[src/rtl/alu_share_arbiter.sv]
// Round-robin arbiter sharing one external combinational ALU between two requesters.
// Define ALU_ARB_STATS_EN to add saturating grant/overflow counters.
module alu_share_arbiter #(
  parameter int unsigned DATA_W = 32,
  parameter int unsigned FLAG_W = 3,
  parameter int unsigned TAG_W  = 4
) (
  input  logic              clk,
  input  logic              rst_n,
  input  logic [1:0]        req_valid,
  output logic [1:0]        req_ready,
  input  logic [31:0]       req_instr0,
  input  logic [31:0]       req_instr1,
  input  logic [DATA_W-1:0] req_a0,
  input  logic [DATA_W-1:0] req_a1,
  input  logic [DATA_W-1:0] req_b0,
  input  logic [DATA_W-1:0] req_b1,
  input  logic [TAG_W-1:0]  req_tag0,
  input  logic [TAG_W-1:0]  req_tag1,
  output logic [1:0]        resp_valid,
  input  logic [1:0]        resp_ready,
  output logic [DATA_W-1:0] resp_result,
  output logic [FLAG_W-1:0] resp_flags,
  output logic [TAG_W-1:0]  resp_tag,
  output logic [31:0]       alu_instr,
  output logic [DATA_W-1:0] alu_a,
  output logic [DATA_W-1:0] alu_b,
  input  logic [DATA_W-1:0] alu_result,
  input  logic [FLAG_W-1:0] alu_flags,
  output logic              busy
`ifdef ALU_ARB_STATS_EN
  ,
  output logic [15:0]       grant_cnt0,
  output logic [15:0]       grant_cnt1,
  output logic [15:0]       ovf_cnt
`endif
);

  typedef enum logic {StIdle, StResp} state_e;

  state_e              state_q;
  logic                last_grant_q;
  logic                owner_q;
  logic [1:0]          resp_valid_q;
  logic [DATA_W-1:0]   result_q;
  logic [FLAG_W-1:0]   flags_q;
  logic [TAG_W-1:0]    tag_q;

  logic                winner;
  logic                accept;

  // A winner only exists in IDLE; its valid&ready handshake is the accept.
  always_comb begin
    accept    = (state_q == StIdle) && (|req_valid);
    winner    = (&req_valid) ? ~last_grant_q : req_valid[1];
    req_ready = 2'b00;
    alu_instr = '0;
    alu_a     = '0;
    alu_b     = '0;
    if (accept) begin
      req_ready[winner] = 1'b1;
      if (winner) begin
        alu_instr = req_instr1;
        alu_a     = req_a1;
        alu_b     = req_b1;
      end else begin
        alu_instr = req_instr0;
        alu_a     = req_a0;
        alu_b     = req_b0;
      end
    end
  end

  always_ff @(posedge clk or negedge rst_n) begin
    if (!rst_n) begin
      state_q      <= StIdle;
      last_grant_q <= 1'b1;
      owner_q      <= 1'b0;
      resp_valid_q <= 2'b00;
      result_q     <= '0;
      flags_q      <= '0;
      tag_q        <= '0;
    end else begin
      case (state_q)
        StIdle: begin
          if (accept) begin
            state_q      <= StResp;
            owner_q      <= winner;
            last_grant_q <= winner;
            result_q     <= alu_result;
            flags_q      <= alu_flags;
            tag_q        <= winner ? req_tag1 : req_tag0;
            resp_valid_q <= winner ? 2'b10 : 2'b01;
          end
        end
        StResp: begin
          if (resp_ready[owner_q]) begin
            state_q      <= StIdle;
            resp_valid_q <= 2'b00;
          end
        end
        default: state_q <= StIdle;
      endcase
    end
  end

  assign resp_valid  = resp_valid_q;
  assign resp_result = result_q;
  assign resp_flags  = flags_q;
  assign resp_tag    = tag_q;
  assign busy        = (state_q == StResp);

`ifdef ALU_ARB_STATS_EN
  always_ff @(posedge clk or negedge rst_n) begin
    if (!rst_n) begin
      grant_cnt0 <= '0;
      grant_cnt1 <= '0;
      ovf_cnt    <= '0;
    end else if (accept) begin
      if (!winner && grant_cnt0 != 16'hffff) grant_cnt0 <= grant_cnt0 + 16'd1;
      if (winner && grant_cnt1 != 16'hffff)  grant_cnt1 <= grant_cnt1 + 16'd1;
      if (alu_flags[0] && ovf_cnt != 16'hffff) ovf_cnt <= ovf_cnt + 16'd1;
    end
  end
`endif

endmodule

[config.mk]
export PLATFORM = sky130hd
export DESIGN_NAME = alu_share_arbiter
export DESIGN_NICKNAME = d
export VERILOG_FILES = /design/src/rtl/alu_share_arbiter.sv
export SDC_FILE = /design/constraint.sdc
export NUM_CORES = 1
export LEC_CHECK = 0
export CAP_MARGIN = 20
export CORE_AREA = 2 2 148 150
export CTS_BUF_LIST = sky130_fd_sc_hd__clkbuf_2
export DETAILED_ROUTE_END_ITERATION = 10
export DIE_AREA = 0 0 150 152
export GPL_ROUTABILITY_DRIVEN = 1
export GPL_TIMING_DRIVEN = 0
export SLEW_MARGIN = 0
export SYNTH_ARGS = -nofsm -noshare
export SYNTH_HDL_FRONTEND = slang
export SYNTH_SLANG_ARGS = --single-unit
export TNS_END_PERCENT = 5
[constraint.sdc]
create_clock -name clk -period 2.1 [get_ports clk]
set_clock_uncertainty 0.1 [all_clocks]
set_input_delay 0.42 -clock clk [delete_from_list [all_inputs] [get_ports clk]]
set_output_delay 0.42 -clock clk [all_outputs]
set_load 0.02 [all_outputs]
## Word-level counts from Yosys, hierarchy flattened

Cells that the tools add are included.

| storage, ports and cells | value |
|---|---|
| RAM bits | 0 |
| memories | 0 |
| bits in read-only memories | 0 |
| word-level logic and storage cells | 40 |
| register bits | 44 |
| bits in latches | 0 |

| operators by class | value |
|---|---|
| reductions and logical operators | 6 |
| add/subtract/negate cells | 0 |
| multiply operators | 0 |
| eq/ne operators | 2 |
| bitwise operators | 2 |
| muxes and demuxes | 20 |
| div/mod/pow operators | 0 |
| shifts and indexed selects | 0 |
| $lt $le $gt $ge | 3 |

Operator list:

| cell | number |
|---|---|
| $mux W32 | 6 |
| $mux W2 | 4 |
| $mux W1 | 6 |
| $reduce_and A2 Y1 | 3 |
| $lt A1 B2 Y1 const B | 2 |
| $mux W4 | 1 |
| $pmux W2 S2 | 1 |
| $logic_and A1 B1 Y1 | 2 |
| $ne A2 B1 Y1 const B | 1 |
| $ne A2 B2 Y1 const B | 1 |
| $not A1 Y1 | 2 |
| $pmux W1 S2 | 1 |
| $reduce_or A2 Y1 | 1 |
| $demux W1 S1 | 1 |
| $ge A1 B1 Y1 const B | 1 |

## Logic depth before layout (Yosys ltp)

| logic depth | value |
|---|---|
| depth in word-level cells | 7 |
| gate-level depth with buffers | 6 |
| depth with buffers taken out | 3 |

## Worst setup path before layout

No wires, ideal clock.

| timing path | value |
|---|---|
| path type | flip-flop to output port |
| from | register state_q, in the netlist busy |
| to | output alu_b[10] |
| arrival | 1.431 ns |
| cell stages (with the launch flop) | 5 |
| path slack | 0.149 ns |
| path through | dfrtp_1 -> and3b_1 -> clkbuf_2 -> clkbuf_1 -> a22o_1 |

| on the way | value |
|---|---|
| word-level cells in the longest chain between the ends | 3 |

RTL lines:

| item | line | text |
|---|---|---|
| start: declaration | 41 | `state_e state_q;` |
| start signal: assignment | 76 | `state_q <= StIdle;` |
| start signal: assignment | 87 | `state_q <= StResp;` |
| start signal: assignment | 98 | `state_q <= StIdle;` |
| $not A1 Y1 (no line) | -- |  |
| $logic_and A1 B1 Y1 | 54 | `accept = (state_q == StIdle) && (\|req_valid);` |
| $mux W32 | 60 | `if (accept) begin` |
| end: declaration | 27 | `output logic [DATA_W-1:0] alu_b,` |

No other way between the ends.

## Final worst setup path

| timing path | value |
|---|---|
| from | register last_grant_q |
| to | output alu_instr[11] |

| on the way | value |
|---|---|
| word-level cells in the longest chain between the ends | 4 |

RTL lines:

| item | line | text |
|---|---|---|
| start: declaration | 42 | `logic last_grant_q;` |
| start signal: assignment | 89 | `last_grant_q <= winner;` |
| $not A1 Y1 | 55 | `winner = (&req_valid) ? ~last_grant_q : req_valid[1];` |
| $mux W1 | 55 |  |
| $mux W32 | 62 | `if (winner) begin` |
| $mux W32 | 60 |  |
| end: declaration | 25 | `output logic [31:0] alu_instr,` |

No other way between the ends.

==> run_results.csv <==
group,metric,value,unit
yosys,ys_ff_latch,44,
placed_design,hpwl,14.83,mm
yosys,synth_area_leaders,"dfrtp_1, a22o_1, mux2_2",
worst_setup_path,critPathLaunchType,"register",
floorplanning,io_pins,381,
global_route,grt_pass1_wl,24.93,mm
route,drt-total-wl,17.78,mm
min_path,hold_class,"primary input to asynchronous set/reset pin",
clock_network,clock-root-buffer,"clkbuf_2",
global_route,grt_overflow,0,
floorplanning,initial_utilization,12.68,%
placed_design,dp_cells,888,
worst_setup_path,timing.setup.critical_path_class,"register to primary output",
route,first_pass_iters,4,
worst_setup_path,cp_max_fo,5,
run,cap_violations,0,
worst_setup_path,cp_cell_sequence,"nor2b_2 -> nor3b_2 -> buf_4 -> buf_12 -> buf_8 -> buf_6 -> a22o_1 -> buf_6",
final_layout,nNetsFinal,863,
timing,hold_violations,0,
yosys,synth_edf_count,0,
route,routedWlPerCell,19.63,µm
clock_network,cts_tree,"yes",
final_layout,fill_cells,2241,
worst_setup_path,crit_path_end_kind,"primary output",
global_route,grt_pass1_vias,3789,
final_layout,final_layout_size_suffix_gt1_share,30.82,%
power_and_ir_drop,leakage,3.078,nW
yosys,yosysUniqueCellTypes,21,
yosys,synth_top_flop_cell,"dfrtp_1",
worst_setup_path,required,1580,ps
clock_network,htreeDepth,2,
timing,layout_setup_ws,-539.9,ps
timing,setup_viol,98,
clock_network,worst_skew_pair.late_latency,430,ps
route,first_iter_violations,145,
clock_network,cts_buffer_depth,2,
route,vias_per_cell,4.044,
global_route,antenna_found_initial,3,
yosys,synth-seq-area-share,40.73,%
worst_setup_path,cp_common_cell,"buf_6",
floorplanning,fp.dieW,150,µm
outcome,outcome,"finished, violations left",
yosys,async_flop_share,100.0,%
placed_design,place.gp.congestion,0.8633,
yosys,yosysMostFrequentCell,"a22o_1",
timing,fmax,378.8,MHz
floorplanning,die-height,152,µm
route,drc,0,
timing,post-route-period-util,125.7,%
clock_network,cts.clk_slew.worst_paths,250,ps
outcome,violations,"setup timing",
worst_setup_path,slowest_stage,"dfstp_2",
power_and_ir_drop,ir_worst_vdd,0.6937,mV
timing,finalMaxSlewViolations,0,
clock_network,clock_sinks,44,
placed_design,io_buffer_count,380,
yosys,yosys.area.top_type_share,39.76,%
power_and_ir_drop,cellPowerDensity,1080,mW/mm²
worst_setup_path,critPathMaxStageDelay,610,ps
global_route,grt.total_usage,14.62,%
timing,worst_pin_slew,400.7,ps
yosys,syn_area,0.002706,mm²
floorplanning,die_area,0.02280,mm²
timing,rsz0062_at_grt,"yes",
yosys,syn_avg_cell_area,11.92,µm²
timing,slew_headroom,73.27,%
worst_setup_path,arrival,2120,ps
timing,holdWs,237.2,ps
global_route,grt_max_degree,37,
yosys,yosys-top-cells-count,"a22o_1, dfrtp_1, mux2_2",
final_layout,fin_cells,906,
route,ant_nets,0,
yosys,synth_largest_area_cell,"dfrtp_1",
yosys,yosysWarnings,0,
placed_design,dp_slack,-1339,ps
floorplanning,num_rows,54,
final_layout,syn_to_final_growth,158.3,%
timing,finalCriticalPeriod,2640,ps
clock_network,cts_buffers,5,
floorplanning,core,0.02135,mm²
yosys,synthesis.nets,468,
yosys,syn_inst,227,
route,vias,3664,
-- kinds of logic after synthesis --
family / synth area share (%)
flip-flops: 40.73
buffers and inverters: 7.027
AO/OA/AOI/OAI: 34.54
AND/OR/NAND/NOR: 2.773
multiplexers: 14.93
-- worst max-delay path, delay by kind of cell, from the launching register on --
family	cells	cell delay (ps)
AOI/OAI and AO/OA	1	180
buffers and inverters	5	700
DFF	1	610
and+or+nand+nor	2	190
-- flip-flops by register name, indices dropped and copies added (netlist names) --
name	cells
busy	1
last_grant_q	1
owner_q	1
resp_flags	3
resp_result	32
resp_tag	4
resp_valid	2
-- worst paths after layout --
path	startpoint	cells after the start	endpoint	slack, ps
min in group clk	req_valid[1]	3	resp_valid[1]	380
hold / removal	rst_n	2	resp_flags[1]	240
setup / recovery	last_grant_q	8	alu_instr[11]	-540
hold reg to reg	owner_q	1	owner_q	430
setup reg to reg	last_grant_q	5	resp_tag[0]	350
max in group asynchronous	rst_n	3	last_grant_q	1120
-- metrics by stage --
| step | total power [mW] | util [%] | instance area [µm²] | TNS (ps) |
|---|---|---|---|---|
| final | 7.550 | 32.75 | 6992 | -45350 |
| after global placement | 7.043 | 32.13 | 6860 | -167990 |
| after CTS | 7.625 | 32.42 | 6922 | -52350 |
| after detailed placement | 7.059 | 32.20 | 6875 | -130710 |
| after floorplan | 4.216 | - | 2706 | 0 |
| after global routing | 8.016 | 32.75 | 6992 | -61810 |
-- cell usage in the layout, fill, tap and decap left out, types with 2 or more instances in the layout --
cell type / n
diode_2: 3
and2_1: 4
buf_8: 2
buf_6: 39
a22o_4: 11
dfrtp_1: 42
mux2_2: 35
a21o_1: 2
dlygate4sd2_1: 2
dlymetal6s2s_1: 4
a21oi_1: 2
clkdlybuf4s50_1: 275
nand2_1: 3
clkbuf_2: 5
buf_2: 42
a22o_1: 85
buf_4: 44
buf_12: 3
a221o_1: 4
-- per-layer routing --
| metal | share of wire [%] | vias up | global-route usage, % | wire length [µm] |
|---|---|---|---|---|
| met2 | 54 | 173 | 27.79 | 9614 |
| met1 | 36 | 1773 | 15.67 | 6465 |
| met3 | 9.0 | 10 | 4.505 | 1596 |
| met4 | 0.60 | 0 | 2.965 | 107 |
| met5 | 0 | - | 0 | 0 |
| li1 | - | 1708 | - | - |
-- final cells by class --
type,count,area [µm²],share of cell area (%)
multi-input cells,156,1518,21.71
repair buffers,390,3677,52.59
clock inverters,3,42.54,0.6084
flip-flops and latches,44,1104,15.78
well taps,280,350.3,5.011
clock buffers,5,25.02,0.3579
plain buffers,25,267.8,3.830
diodes,3,7.507,0.1074
-- power breakdown --
| group | total (mW) | switching [mW] | internal [mW] |
|---|---|---|---|
| Combinational | 5.54 | 2.71 | 2.83 |
| Sequential | 1.51 | 0.230 | 1.28 |
| Clock | 0.501 | 0.302 | 0.200 |
-- what timing repair did --
| item | in CTS | in global routing |
|---|---|---|
| gates resized for setup | 506 | 24 |
| hold buffers | 1 | 0 |
| gates cloned | 3 | 0 |
| setup endpoints to repair | 99 | 115 |
| pin swaps | 19 | 7 |
| endpoints found under the hold margin | 43 | 0 |
| buffers inserted | 5 | 0 |
No activity file was read; power rests on OpenSTA's default activity.
